`src/rtl/stream_config_decoder.sv`:
```
// Stream config decoder.
// Decodes writes from the write-only config bus that fall in a 4-register
// window and queues them into three small FIFOs: in_select, out_select and
// data_type.
//   clk, rst                            clock, synchronous active-high reset
//   conf_addr/conf_data/conf_valid      config write (no backpressure)
//   in_sel_data/valid/ready             in_select stream
//   out_sel_data/valid/ready            out_select stream
//   type_data/valid/ready               data_type stream
//   overflow                            sticky: a push to a full FIFO was dropped
//   range_err                           sticky: a select write was >= NUM_SELECT
module stream_config_decoder #(
  parameter int unsigned NUM_SELECT     = 4,
  parameter int unsigned BASE_ADDR      = 0,
  parameter int unsigned FIFO_DEPTH     = 4,
  parameter int unsigned AXI_ADDR_BITS  = 32,
  parameter int unsigned AXIL_DATA_BITS = 32,
  parameter int unsigned TYPE_BITS      = 4,
  localparam int unsigned SEL_BITS      = $clog2(NUM_SELECT)
) (
  input  logic                      clk,
  input  logic                      rst,
  input  logic [AXI_ADDR_BITS-1:0]  conf_addr,
  input  logic [AXIL_DATA_BITS-1:0] conf_data,
  input  logic                      conf_valid,
  output logic [SEL_BITS-1:0]       in_sel_data,
  output logic                      in_sel_valid,
  input  logic                      in_sel_ready,
  output logic [SEL_BITS-1:0]       out_sel_data,
  output logic                      out_sel_valid,
  input  logic                      out_sel_ready,
  output logic [TYPE_BITS-1:0]      type_data,
  output logic                      type_valid,
  input  logic                      type_ready,
  output logic                      overflow,
  output logic                      range_err
);

  localparam int unsigned W        = AXIL_DATA_BITS / 8;
  localparam int unsigned WB       = $clog2(W);
  localparam int unsigned PTR_BITS = $clog2(FIFO_DEPTH);
  localparam int unsigned CNT_BITS = PTR_BITS + 1;
  localparam int unsigned DW       = (SEL_BITS > TYPE_BITS) ? SEL_BITS : TYPE_BITS;
  localparam int unsigned NQ       = 3;

  // Address decode
  logic [AXI_ADDR_BITS-1:0] off_c;
  logic                     hit_c;
  logic [1:0]               idx_c;
  logic                     range_bad_c;
  logic                     flush_c;
  logic                     clr_c;
  logic                     range_hit_c;

  assign off_c       = conf_addr - AXI_ADDR_BITS'(BASE_ADDR);
  assign hit_c       = conf_valid && (conf_addr >= AXI_ADDR_BITS'(BASE_ADDR)) &&
                       (off_c < AXI_ADDR_BITS'(4 * W));
  assign idx_c       = off_c[WB +: 2];
  // Range check looks at the whole data word, not just the select bits.
  assign range_bad_c = (conf_data >= AXIL_DATA_BITS'(NUM_SELECT));
  assign range_hit_c = hit_c && (idx_c[1] == 1'b0) && range_bad_c;
  assign flush_c     = hit_c && (idx_c == 2'd3) && conf_data[0];
  assign clr_c       = hit_c && (idx_c == 2'd3) && conf_data[1];

  // Per-FIFO push request and payload (index 0=in_select, 1=out_select, 2=data_type)
  logic [NQ-1:0] push_req_c;
  logic [DW-1:0] pdata_c [NQ];
  logic [NQ-1:0] ready_c;

  assign push_req_c = {hit_c && (idx_c == 2'd2),
                       hit_c && (idx_c == 2'd1) && !range_bad_c,
                       hit_c && (idx_c == 2'd0) && !range_bad_c};
  assign pdata_c[0] = DW'(conf_data[SEL_BITS-1:0]);
  assign pdata_c[1] = DW'(conf_data[SEL_BITS-1:0]);
  assign pdata_c[2] = DW'(conf_data[TYPE_BITS-1:0]);
  assign ready_c    = {type_ready, out_sel_ready, in_sel_ready};

  // FIFO state
  logic [DW-1:0]       mem_q [NQ][FIFO_DEPTH];
  logic [PTR_BITS-1:0] wp_q  [NQ];
  logic [PTR_BITS-1:0] wp_d  [NQ];
  logic [PTR_BITS-1:0] rp_q  [NQ];
  logic [PTR_BITS-1:0] rp_d  [NQ];
  logic [CNT_BITS-1:0] cnt_q [NQ];
  logic [CNT_BITS-1:0] cnt_d [NQ];
  logic [NQ-1:0]       valid_q, valid_d;
  logic [NQ-1:0]       pop_c, accept_c, drop_c;
  logic                overflow_q, overflow_d;
  logic                range_err_q, range_err_d;

  // Next-state: a full FIFO still accepts a push when it pops in the same cycle
  always_comb begin
    pop_c       = '0;
    accept_c    = '0;
    drop_c      = '0;
    valid_d     = '0;
    overflow_d  = overflow_q;
    range_err_d = range_err_q;
    for (int i = 0; i < NQ; i++) begin
      wp_d[i]  = wp_q[i];
      rp_d[i]  = rp_q[i];
      cnt_d[i] = cnt_q[i];
    end

    for (int i = 0; i < NQ; i++) begin
      pop_c[i]    = valid_q[i] & ready_c[i];
      accept_c[i] = push_req_c[i] & ((cnt_q[i] != CNT_BITS'(FIFO_DEPTH)) | pop_c[i]);
      drop_c[i]   = push_req_c[i] & ~accept_c[i];
      if (flush_c) begin
        wp_d[i]  = '0;
        rp_d[i]  = '0;
        cnt_d[i] = '0;
      end else begin
        wp_d[i]  = wp_q[i] + PTR_BITS'(accept_c[i]);
        rp_d[i]  = rp_q[i] + PTR_BITS'(pop_c[i]);
        cnt_d[i] = cnt_q[i] + CNT_BITS'(accept_c[i]) - CNT_BITS'(pop_c[i]);
      end
      valid_d[i] = (cnt_d[i] != '0);
    end

    if (clr_c) begin
      overflow_d  = 1'b0;
      range_err_d = 1'b0;
    end else begin
      overflow_d  = overflow_q | (|drop_c);
      range_err_d = range_err_q | range_hit_c;
    end
  end

  // State registers
  always_ff @(posedge clk) begin
    if (rst) begin
      for (int i = 0; i < NQ; i++) begin
        wp_q[i]  <= '0;
        rp_q[i]  <= '0;
        cnt_q[i] <= '0;
        for (int j = 0; j < FIFO_DEPTH; j++) begin
          mem_q[i][j] <= '0;
        end
      end
      valid_q     <= '0;
      overflow_q  <= 1'b0;
      range_err_q <= 1'b0;
    end else begin
      for (int i = 0; i < NQ; i++) begin
        if (accept_c[i]) begin
          mem_q[i][wp_q[i]] <= pdata_c[i];
        end
        wp_q[i]  <= wp_d[i];
        rp_q[i]  <= rp_d[i];
        cnt_q[i] <= cnt_d[i];
      end
      valid_q     <= valid_d;
      overflow_q  <= overflow_d;
      range_err_q <= range_err_d;
    end
  end

  // Head-of-queue data comes straight from storage; stale when empty
  assign in_sel_data   = SEL_BITS'(mem_q[0][rp_q[0]]);
  assign out_sel_data  = SEL_BITS'(mem_q[1][rp_q[1]]);
  assign type_data     = TYPE_BITS'(mem_q[2][rp_q[2]]);
  assign in_sel_valid  = valid_q[0];
  assign out_sel_valid = valid_q[1];
  assign type_valid    = valid_q[2];
  assign overflow      = overflow_q;
  assign range_err     = range_err_q;

endmodule

```
`config.mk`:
```
export PLATFORM = sky130hd
export DESIGN_NAME = stream_config_decoder
export DESIGN_NICKNAME = d
export VERILOG_FILES = /design/src/rtl/stream_config_decoder.sv
export SDC_FILE = /design/constraint.sdc
export NUM_CORES = 1
export LEC_CHECK = 0
export CAP_MARGIN = 20
export CORE_UTILIZATION = 35
export CTS_CLUSTER_DIAMETER = 60
export CTS_CLUSTER_SIZE = 30
export DETAILED_ROUTE_END_ITERATION = 10
export HOLD_SLACK_MARGIN = 0.12
export PLACE_DENSITY = 0.64
export SLEW_MARGIN = 5
export SYNTH_ARGS = -nofsm -noshare
export SYNTH_HDL_FRONTEND = slang
export SYNTH_SLANG_ARGS = --single-unit
```
`constraint.sdc`:
```
create_clock -name clk -period 6.9 [get_ports clk]
set_input_delay 1.035 -clock clk [delete_from_list [all_inputs] [get_ports clk]]
set_output_delay 1.035 -clock clk [all_outputs]
set_load 0.01 [all_outputs]
```
==> results of run 1 <==
metal layers:
metal,vias up,part of all wire,track usage
met3,10,0.033,0.0307
met1,1010,0.44,0.179
met4,0,0.017,0.0679
met5,-,0,0
met2,39,0.51,0.258
li1,1085,-,-
power groups by stage:
| stage | Sequential (mW) | Clock, mW | Combinational [mW] |
|---|---|---|---|
| finish | 0.432 | 0.345 | 0.232 |
| global route | 0.438 | 0.369 | 0.259 |
| CTS | 0.434 | 0.352 | 0.236 |
| detailed placement | 0.441 | 0 | 0.232 |
| global placement | 0.439 | 0 | 0.228 |
| floorplan | 0.436 | 0 | 0.132 |
cell type report:
cell class              instances  area share
flip-flops and latches         58       0.364
multi-input cells             162       0.335
repair buffers                 80       0.197
clock buffers                  12      0.0356
well taps                     105      0.0322
clock inverters                 4      0.0187
inverters                      20      0.0184
state kept, by name, indices dropped and copies added (netlist names):
register and count:
range_err 1, rp_q 6, mem_q 32, valid_q 3, wp_q 6, cnt_q 9, overflow 1
stage by stage:
step / hold slack (ps) / cell area (sq um)
after global routing: 496 / 4070
after floorplan: 509 / 2960
final: 474 / 4070
after detailed placement: 457 / 3850
after CTS: 477 / 4070
after global placement: 457 / 3850
placed cells by master (no fill, tap or decap), types with 2 or more instances in the layout:
| cell | netlist | routed |
|---|---|---|
| and2_1 | 25 | 25 |
| inv_1 | 20 | 20 |
| and4_1 | 12 | 12 |
| nor4_2 | 5 | 5 |
| nor3_1 | 2 | 2 |
| xor2_1 | 3 | 3 |
| clkbuf_1 | 3 | 2 |
| nor2_1 | 24 | 24 |
| fa_1 | 3 | 3 |
| clkdlybuf4s50_1 | 0 | 80 |
| a31o_2 | 9 | 9 |
| nand4_1 | 5 | 5 |
| or2_2 | 2 | 2 |
| mux4_2 | 8 | 8 |
| bufinv_16 | 0 | 2 |
| nand2_1 | 2 | 2 |
| dfxtp_1 | 26 | 26 |
| ha_1 | 12 | 12 |
| a31oi_1 | 5 | 5 |
| and3_1 | 7 | 7 |
| clkbuf_8 | 0 | 10 |
| or2_1 | 2 | 2 |
| edfxtp_1 | 32 | 32 |
| xnor2_1 | 9 | 9 |
| nand3_1 | 2 | 2 |
| nor2b_1 | 2 | 2 |
| nor4_1 | 9 | 9 |
cells in the mapped netlist (2+ instances only):
cell type | number | area [sq um]
edfxtp_1 | 32 | 961
dfxtp_1 | 26 | 521
and2_1 | 25 | 156
nor2_1 | 24 | 90.1
inv_1 | 20 | 75.1
and4_1 | 12 | 105
ha_1 | 12 | 150
a31o_2 | 9 | 78.8
nor4_1 | 9 | 56.3
xnor2_1 | 9 | 78.8
mux4_2 | 8 | 180
and3_1 | 7 | 43.8
a31oi_1 | 5 | 31.3
nand4_1 | 5 | 31.3
nor4_2 | 5 | 62.6
buf_2 | 4 | 20.0
clkbuf_1 | 3 | 11.3
fa_1 | 3 | 60.1
xor2_1 | 3 | 26.3
nand2_1 | 2 | 7.51
nand3_1 | 2 | 10.0
nor2b_1 | 2 | 12.5
nor3_1 | 2 | 10.0
or2_1 | 2 | 12.5
or2_2 | 2 | 12.5
cell families after synthesis:
kind of cell	count (synthesis)	share of synthesized area
muxes	9	0.0648
xor gates and xnor gates	12	0.0356
DFF	58	0.501
adders and majority gates	15	0.0711
and+or+nand+nor	109	0.246
buffers and inverters	28	0.0373
AOI/OAI and AO/OA	17	0.0440
how the worst max path moves through the flow:
stage                      end  slack (ps)     startpoint  cells past startpoint
floorplan           valid_q[1]        3760  conf_addr[29]                     11
global placement    valid_q[1]        2980  conf_data[14]                     11
detailed placement  valid_q[1]        2920   conf_data[2]                     11
CTS                 valid_q[1]        3220   conf_data[2]                     11
global route        valid_q[1]        2980   conf_data[3]                     11
finish              valid_q[1]        3240  conf_data[20]                     11
==> flow_summary.toml, run 1 <==
[placement]
io_buffer_count = 80
dp_slack_ps = 2920
dpl.hpwl_um = 4720
dp.cells = 425
place.gp.congestion = 0.720

[detailed_routing]
vias = 2144
drt_iter0_markers = 60
drt-pass1-iter-count = 4
finalWirelength_um = 5970
final_antenna_net_count = 0
drc = 0
vias_per_cell = 4.86
routedWlPerCell_um = 13.5

[clocking]
clk_latency_ps = 330
cts_hold_buf = 0
post_cts_buffers = 0
cts_resized = 0
htreeDepth = 3
tritoncts = "built"
clk_path_buf_depth = 2
clk_pin_slew_ps = 70
cts_made_buffers = 9
cts_sinks = 58
cts_root_buffer = "clkbuf_8"

[floorplan]
die_h_um = 93.9
dieArea_sq_mm = 0.00882
die_w_um = 93.9
num_io_pins = 83
rows = 33
core_area_sq_mm = 0.00818
initial_utilization = 0.361

[finish]
register_area_sq_mm = 0.00148
num-fill-cells = 767
antenna_cells = 0
final_cells = 441
area_growth_syn_to_layout_pct = 37.8
finish.utilization = 0.498
drive_gt1_frac = 0.128
multi_input_area_sq_mm = 0.00136
finalNetCount = 416

[setup_path]
slowest_stage = "and3_1"
reg2reg_slack_ps = 4610
reg2reg_to = "valid_q[1]"
crit_buf_inv = 2
path_max_fanout = 14
crit-reg2reg-launch = "cnt_q[0][4]"
critPathLaunchType = "input port"
slowest_delay_ps = 500
cp-end-kind = "flop"
crit_type = "in2reg"
path_cells = "clkdlybuf4s50_1 > nor4_1 > nand4_1 > nor3_1 > and3_1 > ha_1 > inv_1 > fa_1 > xor2_1 > xnor2_1 > a31oi_1"
cp_data_required_time_ps = 7100
arrival_ps = 3860
crit_family = "simple AND/OR/NAND/NOR gates"
reg2reg_depth = 9

[synth]
ys_seq_area_frac = 0.501
ys_async_sr_fraction = 0
synth.distinct_cells = 40
netlist_area_sq_mm = 0.00296
synth_edf_count = 32
synthesis.nets = 333
syn_area_per_cell_sq_um = 11.9
syn_inst = 248
synth_warnings = 0
ys.flop_type = "edfxtp_1"
ys_ff_latch = 58

[worst_hold_path]
min_to = "range_err"
hp-start = "range_err"
hold_depth = 1
hp-class = "reg2reg"

[outcome]
status = "finished, final reports clean"

[timing]
finalCritPeriodShare = 0.530
rsz0062_at_grt = "no"
slew_viol_final = 0
tightest_slew_ps = 657
hold_viol_final = 0
fmax_mhz = 273
setup_viol = 0
fin_setup_tns_ps = 0
fin_ws_ps = 3240
maxSlewHeadroom = 0.561
clock_skew_ps = 12.8
layout_min_cycle_time_ps = 3660

[grt]
grt.total_usage = 0.150
grt_overflow_total = 0
grt_max_degree = 21
antenna_found_initial = 0
grt_pass1_vias = 2177
grt_pass1_wl_um = 10000

[power_and_ir_drop]
switching_share = 0.251
intPower_uw = 756
cellPowerDensity_mw_per_mm2 = 248
total_power_mw = 1.01
p_leak_nw = 1.54
vdd_drop_max_uv = 129
seqPwrFrac = 0.428
clkPwrFrac = 0.342
power_frac_comb = 0.230
p_sw_uw = 254

[job]
cap_violations = 0
Note: power is estimated with default switching activity, not from simulation.
==> inputs of run 2 (changes only) <==
- PLACE_DENSITY: 0.64 -> 0.66
- clock period: 6.9 -> 3 ns (I/O delays scaled with it)
==> flow_summary.toml, run 2 (synthesis results as in run 1) <==
[clocking]
cts_made_buffers = 9
cts_sinks = 58
clk_latency_ps = 320
tritoncts = "built"
clk_pin_slew_ps = 70
cts_root_buffer = "clkbuf_8"
htreeDepth = 3
post_cts_buffers = 0
clk_path_buf_depth = 2

[finish]
register_area_sq_mm = 0.00148
antenna_cells = 0
most-common-layout-cells = "clkdlybuf4s50_1, edfxtp_1, dfxtp_1"
multi_input_area_sq_mm = 0.00137
finalNetCount = 427
finish.utilization = 0.510
final_area_sq_mm = 0.00417
layout_commonest_cell = "clkdlybuf4s50_1"
largest_reg_flops = 32
top_register = "mem_q"
area_growth_syn_to_layout_pct = 41.2
drive_gt1_frac = 0.161
reg.largest.list = "mem_q (32), cnt_q (9)"
num-fill-cells = 729

[timing]
maxSlewHeadroom = 0.690
rsz0062_at_grt = "no"
layout_min_cycle_time_ps = 2720
fin_setup_tns_ps = 0
fin_ws_ps = 279
clock_skew_ps = 5.04
tightest_slew_ps = 463
fmax_mhz = 368
slew_viol_final = 0
hold_viol_final = 0
finalCritPeriodShare = 0.907
setup_viol = 0

[floorplan]
dieArea_sq_mm = 0.00882
num_io_pins = 83
initial_utilization = 0.361
die_h_um = 93.9
die_w_um = 93.9
rows = 33
core_area_sq_mm = 0.00818

[power_and_ir_drop]
total_power_mw = 2.38
p_leak_nw = 1.61
cellPowerDensity_mw_per_mm2 = 571
vdd_drop_max_uv = 310

[worst_hold_path]
hold_depth = 1
hp-start = "range_err"
hp-class = "reg2reg"
min_to = "range_err"

[grt]
antenna_found_initial = 0
grt.total_usage = 0.150
grt_pass1_vias = 2214
grt_pass1_wl_um = 10200
grt_overflow_total = 0
grt_max_degree = 19

[detailed_routing]
final_antenna_net_count = 0
vias = 2194
drc = 0
drt_iter0_markers = 64
finalWirelength_um = 5950
drt-pass1-iter-count = 4
vias_per_cell = 4.85
routedWlPerCell_um = 13.2

[placement]
dpl.hpwl_um = 4720
io_buffer_count = 80
place.gp.congestion = 0.768
placed_cell_area_sq_mm = 0.00394
dp_slack_ps = -150

[setup_path]
crit_family = "simple AND/OR/NAND/NOR gates"
arrival_ps = 2920
crit_type = "in2reg"
reg2reg_slack_ps = 800
critPathLaunchType = "input port"
path_cells = "clkdlybuf4s50_1 > nor4b_2 > buf_4 > nand4_1 > nor4b_4 > ha_1 > inv_1 > fa_1 > xor2_1 > xnor2_1 > a31oi_1"
path_max_fanout = 2
slowest_delay_ps = 420
reg2reg_depth = 9
cp_data_required_time_ps = 3200
cp-end-kind = "flop"
crit_buf_inv = 3
crit-reg2reg-launch = "valid_q[2]"
slowest_stage = "clkdlybuf4s50_1"
reg2reg_to = "valid_q[2]"

[job]
cap_violations = 0

[outcome]
status = "finished, final reports clean"
-- run 2: cell types whose count changed in the layout (fill, tap and decap cells not counted) --
| cell | change |
|---|---|
| buf_4 | +11 |
| bufinv_16 | +1 |
| clkbuf_1 | -1 |
| clkbuf_8 | -1 |
| clkinv_2 | +3 |
| clkinv_4 | -1 |
| clkinvlp_4 | -1 |
| nor3_1 | -1 |
| nor3_2 | +1 |
-- run 2: worst max-delay path by stage --
stage                  start          to  cells after the start
2_1_floorplan  conf_addr[29]  valid_q[1]                     11
3_3_place_gp    conf_data[9]  valid_q[1]                     11
3_5_place_dp    conf_data[9]  valid_q[1]                     11
4_1_cts         conf_data[9]  valid_q[1]                     11
5_1_grt        conf_data[30]  valid_q[0]                     11
6_report        conf_addr[4]  valid_q[2]                     11
-- run 2: per-layer routing --
| metal | routed length (um) | track usage |
|---|---|---|
| met5 | 0 | 0 |
| met4 | 98 | 0.0474 |
| met3 | 252 | 0.0396 |
| met2 | 2970 | 0.252 |
| met1 | 2630 | 0.188 |
-- run 2: power by group --
part,internal (mW),total (mW),switching [mW],leakage (nW)
combinational,0.323,0.536,0.214,0.967
clock,0.548,0.853,0.305,0.120
sequential,0.926,0.993,0.0672,0.520
-- run 2: layout make-up --
class	count	share of cell area
repair buffers	91	0.212
well taps	105	0.0315
clock inverters	6	0.0252
clock buffers	10	0.0306
flip-flops and latches	58	0.355
multi-input cells	162	0.328
inverters	20	0.0180
-- run 2: repair_timing --
action | in CTS | in global routing
gates resized for setup | 0 | 1
endpoints found under the setup margin | 0 | 4
hold buffers | 0 | 0
-- run 2: stage by stage --
step,cells,hold WS (ps)
final,452,498
after global routing,452,544
after CTS,452,503
after detailed placement,436,474
after global placement,436,484
after floorplan,248,509
-- run 2: worst register-to-register path, cell delays in order, from the launching register on --
cell,delay [ps]
dfxtp_1,310
and2_1,200
or4b_1,510
nor4b_4,160
ha_1,200
inv_1,60
fa_1,170
xor2_1,170
xnor2_1,160
a31oi_1,120
==> inputs of run 3 (changes only) <==
- CORE_MARGIN: unset -> 8
- CTS_CLUSTER_DIAMETER: 60 -> unset
- SLEW_MARGIN: 5 -> 20
==> flow_summary.toml, run 3 (synthesis results as in run 1) <==
[outcome]
status = "finished, final reports clean"

[detailed_routing]
drt_iter0_markers = 46
drt-pass1-iter-count = 4
vias = 2219
drc = 0
vias_per_cell = 4.92
finalWirelength_um = 6590
routedWlPerCell_um = 14.6
final_antenna_net_count = 0

[clocking]
cts_made_buffers = 9
htreeDepth = 3
cts_hold_buf = 0
clk_pin_slew_ps = 60
cts_root_buffer = "clkbuf_8"
cts_sinks = 58
clk_latency_ps = 340
clk_path_buf_depth = 2
post_cts_buffers = 0
tritoncts = "built"

[grt]
grt_pass1_wl_um = 11100
grt_overflow_total = 0
antenna_found_initial = 0
grt_max_degree = 21
grt.total_usage = 0.123
grt_pass1_vias = 2345

[floorplan]
dieArea_sq_mm = 0.0116
die_w_um = 108
die_h_um = 108
initial_utilization = 0.360
num_io_pins = 83
rows = 33
core_area_sq_mm = 0.00822

[setup_path]
reg2reg_depth = 9
critPathLaunchType = "input port"
cp_data_required_time_ps = 3210
cp-end-kind = "flop"
reg2reg_slack_ps = 800
critPathLaunch = "conf_data[31]"
arrival_ps = 2950
crit-reg2reg-launch = "valid_q[2]"
reg2reg_to = "valid_q[2]"
path_max_fanout = 3
crit_type = "in2reg"

[timing]
hold_viol_final = 0
fin_setup_tns_ps = 0
finalCritPeriodShare = 0.914
layout_min_cycle_time_ps = 2740
clock_skew_ps = 4.79
maxSlewHeadroom = 0.546
rsz0062_at_grt = "no"
slew_viol_final = 0
fmax_mhz = 365
setup_viol = 0
tightest_slew_ps = 678

[finish]
most-common-layout-cells = "clkdlybuf4s50_1, edfxtp_1, dfxtp_1"
largest_reg_flops = 32
top_register = "mem_q"
antenna_cells = 0
area_growth_syn_to_layout_pct = 40.5
final_area_sq_mm = 0.00415
finalNetCount = 426
finish.utilization = 0.505
drive_gt1_frac = 0.159
reg.largest.list = "mem_q (32), cnt_q (9)"
layout_commonest_cell = "clkdlybuf4s50_1"

[power_and_ir_drop]
switching_share = 0.255
intPower_mw = 1.74
total_power_mw = 2.33
clkPwrFrac = 0.342
p_leak_nw = 1.59
seqPwrFrac = 0.426
p_sw_uw = 594
cellPowerDensity_mw_per_mm2 = 561
vdd_drop_max_uv = 268
power_frac_comb = 0.232

[worst_hold_path]
hp-class = "reg2reg"
min_to = "range_err"
hold_depth = 1
hp-start = "range_err"

[placement]
placed_cell_area_sq_mm = 0.00393
place.gp.congestion = 0.751
io_buffer_count = 80
dpl.hpwl_um = 5340

[job]
cap_violations = 0
==> run 3: cell types whose count changed in the layout (fill, tap and decap cells not counted) <==
cell and delta:
clkbuf_8 +1, bufinv_16 -1, buf_4 -1, clkinvlp_4 +1, nor4_2 +1, nor4_1 -1, nor3_2 -1, nor3_1 +1
clkinv_2 -1
==> run 3: power groups by stage <==
stage | sequential (mW) | clock [mW] | combinational [mW]
after global placement | 1.01 | 0 | 0.534
final | 0.992 | 0.797 | 0.541
after detailed placement | 1.01 | 0 | 0.545
after global routing | 1.01 | 0.840 | 0.611
after CTS | 0.995 | 0.811 | 0.552
after floorplan | 1.00 | 0 | 0.303
==> run 3: worst max-delay path: stages <==
cell             delay [ps]
clkdlybuf4s50_1         400
nor4_1                  310
nand4_1                 180
nor3_1                  260
buf_4                   160
and3_1                  170
ha_1                    150
inv_1                    40
fa_1                    370
xor2_1                  160
xnor2_1                 190
a31oi_1                 120
==> run 3: worst max path at each step <==
| stage | depth (start not counted) | endpoint |
|---|---|---|
| after CTS | 12 | valid_q[1] |
| after detailed placement | 12 | valid_q[1] |
| after global placement | 12 | valid_q[1] |
| after floorplan | 11 | valid_q[1] |
| after global routing | 12 | valid_q[1] |
| final | 12 | valid_q[0] |
==> run 3: area by class of cell <==
class                      instances  area, sq um
fill                             729         4060
sequential                        58         1480
clock buffer                      11          141
clock inverter                     5         77.6
multi-input combinational        162         1370
inverter                          20         75.1
timing repair buffer              90          876
tap                              105          131
==> run 3: repair_timing <==
| item | 4_1_cts | 5_1_grt |
|---|---|---|
| gates resized for setup | 0 | 1 |
| setup endpoints to repair | 0 | 1 |
| hold endpoints to repair | 0 | 0 |
==> run 3: per-stage QoR <==
step / setup slack (ps) / hold WS [ps] / std cells
6_report: 259 / 463 / 451
5_1_grt: 46.4 / 513 / 451
4_1_cts: 218 / 467 / 451
3_5_place_dp: -143 / 452 / 435
3_3_place_gp: -110 / 450 / 435
2_1_floorplan: 443 / 509 / 248
==> run 3: routing by layer <==
layer | track usage | vias to the layer above | part of all wire
met2 | 0.212 | 47 | 0.52
met1 | 0.132 | 1053 | 0.41
li1 | - | 1108 | -
met5 | 0 | - | 0
met3 | 0.0377 | 11 | 0.049
met4 | 0.0684 | 0 | 0.023
